`src/rtl/mplier_rr_arbiter.sv`:
```
// Round-robin arbiter in front of one shared N x N unsigned multiplier (IDLE -> CALC -> RESP).
// Optional macro MPLIER_ARB_ZERO_SKIP_EN: a zero operand bypasses CALC and answers with product 0.
module mplier_rr_arbiter #(
  parameter int N    = 32,
  parameter int NREQ = 4,
  localparam int IW  = $clog2(NREQ)
) (
  input  logic                clk,
  input  logic                rst,
  input  logic [NREQ-1:0]     req_valid,
  output logic [NREQ-1:0]     req_ready,
  input  logic [NREQ*N-1:0]   req_mplier,
  input  logic [NREQ*N-1:0]   req_mcand,
  output logic                rsp_valid,
  input  logic                rsp_ready,
  output logic [IW-1:0]       rsp_id,
  output logic [2*N-1:0]      rsp_product
);

  typedef enum logic [1:0] {IDLE, CALC, RESP} state_e;

  state_e          state_q;
  logic [IW-1:0]   ptr_q, ptr_d;
  logic [IW-1:0]   id_q;
  logic [N-1:0]    mplier_q, mcand_q;
  logic [2*N-1:0]  rsp_product_q;
  logic            rsp_valid_q;

  logic            gnt_found;
  logic [IW-1:0]   gnt_idx;
  logic [IW:0]     cand_sum;
  logic [IW-1:0]   cand;
  logic [N-1:0]    sel_mplier, sel_mcand;
  logic [2*N-1:0]  mult;

  // First valid requester at or after ptr, wrapping past NREQ-1 back to 0.
  always_comb begin
    gnt_found = 1'b0;
    gnt_idx   = '0;
    cand_sum  = '0;
    cand      = '0;
    for (int i = 0; i < NREQ; i++) begin
      cand_sum = {1'b0, ptr_q} + (IW+1)'(i);
      if (cand_sum >= (IW+1)'(NREQ))
        cand_sum = cand_sum - (IW+1)'(NREQ);
      cand = cand_sum[IW-1:0];
      if (!gnt_found && req_valid[cand]) begin
        gnt_found = 1'b1;
        gnt_idx   = cand;
      end
    end
  end

  always_comb begin
    req_ready  = '0;
    sel_mplier = '0;
    sel_mcand  = '0;
    if (state_q == IDLE && gnt_found)
      req_ready[gnt_idx] = 1'b1;
    for (int k = 0; k < NREQ; k++) begin
      if (gnt_idx == IW'(k)) begin
        sel_mplier = req_mplier[k*N +: N];
        sel_mcand  = req_mcand[k*N +: N];
      end
    end
  end

  assign ptr_d = (id_q == IW'(NREQ-1)) ? '0 : id_q + IW'(1);

  // Datapath only ever sees the latched operands, so input changes after accept are harmless.
  assign mult = {{N{1'b0}}, mplier_q} * {{N{1'b0}}, mcand_q};

`ifdef MPLIER_ARB_ZERO_SKIP_EN
  logic sel_zero;
  assign sel_zero = (sel_mplier == '0) || (sel_mcand == '0);
`endif

  always_ff @(posedge clk) begin
    if (rst) begin
      state_q       <= IDLE;
      ptr_q         <= '0;
      id_q          <= '0;
      mplier_q      <= '0;
      mcand_q       <= '0;
      rsp_product_q <= '0;
      rsp_valid_q   <= 1'b0;
    end else begin
      case (state_q)
        IDLE: begin
          if (gnt_found) begin
            mplier_q <= sel_mplier;
            mcand_q  <= sel_mcand;
            id_q     <= gnt_idx;
`ifdef MPLIER_ARB_ZERO_SKIP_EN
            if (sel_zero) begin
              rsp_product_q <= '0;
              rsp_valid_q   <= 1'b1;
              state_q       <= RESP;
            end else begin
              state_q <= CALC;
            end
`else
            state_q <= CALC;
`endif
          end
        end
        CALC: begin
          rsp_product_q <= mult;
          rsp_valid_q   <= 1'b1;
          state_q       <= RESP;
        end
        RESP: begin
          if (rsp_ready) begin
            rsp_valid_q <= 1'b0;
            ptr_q       <= ptr_d;
            state_q     <= IDLE;
          end
        end
        default: state_q <= IDLE;
      endcase
    end
  end

  assign rsp_valid   = rsp_valid_q;
  assign rsp_id      = id_q;
  assign rsp_product = rsp_product_q;

endmodule

```
`config.mk`:
```
export PLATFORM = sky130hd
export DESIGN_NAME = mplier_rr_arbiter
export DESIGN_NICKNAME = d
export VERILOG_FILES = /design/src/rtl/mplier_rr_arbiter.sv
export SDC_FILE = /design/constraint.sdc
export NUM_CORES = 2
export LEC_CHECK = 0
export CORE_ASPECT_RATIO = 0.6
export CORE_MARGIN = 3
export CORE_UTILIZATION = 30
export DETAILED_ROUTE_END_ITERATION = 16
export GPL_ROUTABILITY_DRIVEN = 0
export HOLD_SLACK_MARGIN = 0.15
export PLACE_DENSITY = 0.57
export SLEW_MARGIN = 20
export SYNTH_ARGS = -nofsm -noshare
export SYNTH_HDL_FRONTEND = slang
export SYNTH_SLANG_ARGS = --single-unit
```
`constraint.sdc`:
```
create_clock -name clk -period 9.38 [get_ports clk]
set_input_delay 1.407 -clock clk [delete_from_list [all_inputs] [get_ports clk]]
set_output_delay 1.407 -clock clk [all_outputs]
set_load 0.005 [all_outputs]
```
Yosys cells after proc, flatten, opt, wreduce, memory -nomap -nowiden

Cells that the tools add are included.

Flip-flop bits (word level): 135
Bits of input ports: 263
Output and inout port bits: 71
Word-level logic and storage cells: 86

Add/sub/neg operators: 8
Multiply operators: 1
$lt $le $gt $ge: 10
Equal/unequal tests: 8
Multiplexer cells: 37
Reduce and logical (&&, ||, !) cells: 15

Operator list:

| cell                  | number |
|---|---|
| $mux W32              | 8 |
| $mul A32 B32 Y64      | 1 |
| $mux W2               | 11 |
| $lt A2 B3 Y1 const B  | 5 |
| $mux W1               | 10 |
| $ge A3 B3 Y1 const B  | 3 |
| $bmux W1 S2           | 4 |
| $eq A2 B2 Y1 const B  | 4 |
| $reduce_and A2 Y1     | 4 |
| $sub A2 B1 Y2 const B | 4 |
| $add A2 B2 Y3 const B | 2 |
| $pmux W2 S3           | 1 |
| $logic_and A1 B1 Y1   | 5 |
| $eq A2 B1 Y1 const B  | 2 |
| $logic_not A2 Y1      | 2 |
| $mux W4               | 1 |
| $ne A2 B2 Y1 const B  | 2 |
| $add A2 B1 Y3 const B | 1 |
| $ge A2 B3 Y1 const B  | 1 |
| $logic_not A1 Y1      | 3 |
| $add A2 B1 Y2 const B | 1 |
| $demux W1 S2          | 1 |
| $ge A2 B1 Y1 const B  | 1 |
| $pmux W1 S2           | 1 |
| $reduce_bool A2 Y1    | 1 |

Longest topological paths before layout

Depth after elaboration: 19
Mapped depth: 28
Mapped depth without buffers: 26

Worst setup path after synthesis

Ideal clock, no wire load.

Kind: register -> register
Start: register mplier_q[31]
End: register rsp_product_q[61], in the netlist rsp_product[61]
Setup time: 0.126 ns
Arrival time: 6.969 ns
Required time: 9.254 ns
Path slack: 2.285 ns
Stages on the path, launching flop included: 27
Buffers on the path: 1
Cells stage by stage: dfxtp_1 clkbuf_1 nand2_1 fa_1 inv_1 fa_1 fa_1 inv_1 fa_1 inv_1 fa_1 fa_1 fa_1 inv_1 fa_1 inv_1 ha_1 and2_1 nand3_1 or2_1 a41o_1 o211a_1 a2111oi_2 o21a_2 a41oi_1 xnor2_1 o21ai_1

Word-level cells in the longest chain between the ends: 1

RTL lines:

| what                   | line | RTL |
|---|---|---|
| start, declared        | 25   | `logic [N-1:0] mplier_q, mcand_q;` |
| start signal, assigned | 91   | `mplier_q <= sel_mplier;` |
| $mul A32 B32 Y64       | 71   | `assign mult = {{N{1'b0}}, mplier_q} * {{N{1'b0}}, mcand_q};` |
| end signal, assigned   | 108  | `rsp_product_q <= mult;` |
| end, declared          | 26   | `logic [2*N-1:0] rsp_product_q;` |

No other way between the ends.
A chain may end at the register's enable or synchronous reset.

Final worst setup path

Start: register mplier_q[13]
End: register rsp_product_q[57], in the netlist rsp_product[57]

The elaborated chain is that of the path after synthesis.

==> summary.md <==
| Metric | Value |
|---|---|
| Max_cap viols | 0 |
| Syn avg cell area | 8.725 um^2 |
| RSZ-0062 raised after global routing | false |
| Detail Placement HPWL | 110.8 mm |
| Final setup margin | 0.8547 ns |
| Arrival @ worst endpoint | 8.86 ns |
| Power Density | 154.9 nW/um^2 |
| Full die area | 137300 um^2 |
| Routed Antenna Nets | 0 |
| Slew @ Worst Pin | 1.247 ns |
| Min Tclk post-route | 8.525 ns |
| Tcrit/Tclk final | just over 90% |
| Outcome | finished clean |
| Compound-Gate Fraction of Synth Area | 8.016% |
| CP peak stage delay | 0.95 ns |
| CTS tree | yes |
| Commonest non-fill, non-tap cell in the layout | fa_1 |
| CTS Buf Count | 17 |
| Max_slew headroom | 16.28% |
| Mux contribution to synthesized area | 0.1005% |
| Max VDD drop | 0.2283 mV |
| First-pass detailed-route iteration total | 5 |
| Core Region | 130400 um^2 |
| Root Driver | clkbuf_16 |
| Worst-path maximum fanout | 19 |
| Post-Syn Area | 39820 um^2 |
| Leading area contributor after synthesis | fa_1 |
| Clock transition at the registers of the reported paths | 0.07 ns |
| Synthesized Nets | 5987 |
| Detailed router's first-iteration violation count | 2276 |
| Worst skew pair latency | 0.48 ns |
| Dpl ws | 0.8638 ns |
| Placed cell count | 6454 |
| Clock Path Buffers | 2 |
| Initial antenna violation count | 6 |
| Nets | 6128 |
| Largest net degree at the start of global routing | 105 |
| XOR/XNOR share of the synthesized area | 1.210% |
| GR Util All Layers | about a fifth |
| Type of origin of the critical path | flop |
| Min-Delay Path Class | reg -> reg |
| Synth Flop Type | dfxtp_1 |
| Top cells by area, synth | fa_1, and2_1, ha_1 |
| DRC | 0 |
| H-tree levels | 4 |
| Post-CTS setup repair buffer count | 0 |
| Worst Path Required | 9.72 ns |
| Largest family of logic cells by synthesized area | adder cells |
| Initial Util | 30.53% |
| Yosys warns | 0 |
| Setup TNS | 0 ns |
| Die X | 476.3 um |
| FF-to-FF setup slack | 0.85 ns |
| Max Clk Rate | 117.3 MHz |
| Via-to-Cell Ratio | between 4 and 5 |
| Adder-Cell Fraction of Synth Area | 53.34% |
| Final Setup Violations | 0 |
| Hold buffers post-CTS | 0 |
| CP endpoint kind | flop |
| Clk sinks | ~140 |
| Vias | 31390 |
| # IOs | 334 |
| Crit-path most repeated cell | fa_1 |
| Wire per inst | 21.08 um |
| Syn Inst Count | between 4000 and 5000 |
| Cell Rows | 102 |
| Final core occ | around a third |
| DRT Wirelength | 136.8 mm |
| Max Slew Vio Count | 0 |
| Cell variety after synth | 68 |
| Share of cells above drive strength 1 | around 3.6% |
| Final Non-Filler Cells | 6490 |
| Post-synthesis sequential area ratio | 6.787% |
| Area growth from synthesis to layout | 14.38% |
| Fillers | 13610 |
| Final hold slack | 0.4506 ns |
| Chip Height | 288.2 um |
| Crit-path cells | buf_4, nand2_1, fa_1, inv_1, fa_1, fa_1, fa_1, fa_1, fa_1, fa_1, inv_1, fa_1, inv_1, ha_1, and2_1, nand3_1, or2_1, a41o_1, o211a_1, a2111oi_2, o21a_2, o21ai_1, xor2_1, o21ai_1 |
| Cts repair resizes | 0 |
| Congestion Overflow GR | 0 |
| Crit path kind | reg -> reg |
| Most frequent cells in the layout | fa_1, inv_1, nand2_1 |
| Clock Skew | 0.01765 ns |
| IO Port Bufs | 333 |
| Final Hold Vio Count | 0 |
| Leakage | 21.48 nW |
| Global-route wire length before repair | 206.8 mm |
| EDFF count, synth | 0 |
| Ys async rst share | 0% |
| Area share of the leading cell type in the synthesized netlist | 45.05% |
| Synthesized flop and latch total | about 140 |
| Number of global-route vias before repair | 32780 |
| Simple-Gate Fraction of Synth Area | about a fifth |
| Slowest CP cell | dfxtp_1 |
==> worst max-delay path, delay by kind of cell (launching register included) <==
family / cells / cell delay, ns
compound gates: 6 / 1.41
xor+xnor: 1 / 0.19
fa+ha+maj: 9 / 4.51
buf+inv: 4 / 0.55
flops: 1 / 0.95
simple gates: 4 / 0.75
==> through the flow <==
step | cell area (um^2) | power (mW)
after detailed placement | 44970 | 6.365
after global placement | 44940 | 6.314
after CTS | 45530 | 7.123
after floorplan | 39820 | 4.249
after global routing | 45530 | 7.714
final | 45540 | 7.057
==> cell families (layout without fill, tap and decap cells) <==
family,after synthesis,count (layout)
and+or+nand+nor,1576,1576
adders and majority gates,1160,1160
AOI/OAI and AO/OA,481,481
buffers and inverters,1153,1307
xor gates and xnor gates,55,55
muxes,4,4
DFF,135,135
other,0,4
==> sequential cells by signal (all words and copies together) (netlist names) <==
register,cells
rsp_product,64
ptr_q,2
rsp_valid,1
state_q,2
mcand_q,32
mplier_q,32
rsp_id,2
==> final timing paths <==
path                        start               to  cells after the start
setup / recovery     mplier_q[13]  rsp_product[57]                     24
hold / removal    rsp_product[32]  rsp_product[32]                      2
setup reg to reg     mplier_q[13]  rsp_product[57]                     24
hold reg to reg   rsp_product[32]  rsp_product[32]                      2
==> cell type report <==
type,count,area [um^2],share of cell area [%]
timing repair buffer,420,3984,8.747
sequential,135,2729,5.992
clock buffer,18,429.2,0.9423
clock inverter,14,127.6,0.2802
multi-input combinational,3276,32840,72.11
tap,1768,2212,4.857
inverter,855,3209,7.047
antenna,4,10.01,0.02198
==> synthesized netlist by cell type, types with 29 or more instances <==
cell type and n:
inv_1 855, xnor2_1 29, ha_1 264, nor2_1 107
nand2_1 702, a21oi_1 176, and2_0 38, clkbuf_1 286
a211oi_1 72, a311oi_1 65, a21o_1 35, and2_1 629
fa_1 896, o21ai_0 51, dfxtp_1 135
==> metal layers <==
layer / track usage (%) / up-vias / share of wire (%)
met5: 0 / - / 0.0095
met4: 3.714 / 2 / 1.7
met3: 4.889 / 114 / 8.6
met2: 29.98 / 1110 / 43
met1: 28.96 / 16130 / 46
li1: - / 14040 / -
==> power by group <==
| group | leakage [nW] | total, mW | internal [mW] | switching, mW |
|---|---|---|---|---|
| Clock | 0.270 | 0.700 | 0.350 | 0.349 |
| Sequential | 1.11 | 0.992 | 0.676 | 0.315 |
| Combinational | 20.1 | 5.37 | 2.08 | 3.28 |
No activity file was read; power rests on OpenSTA's default activity.
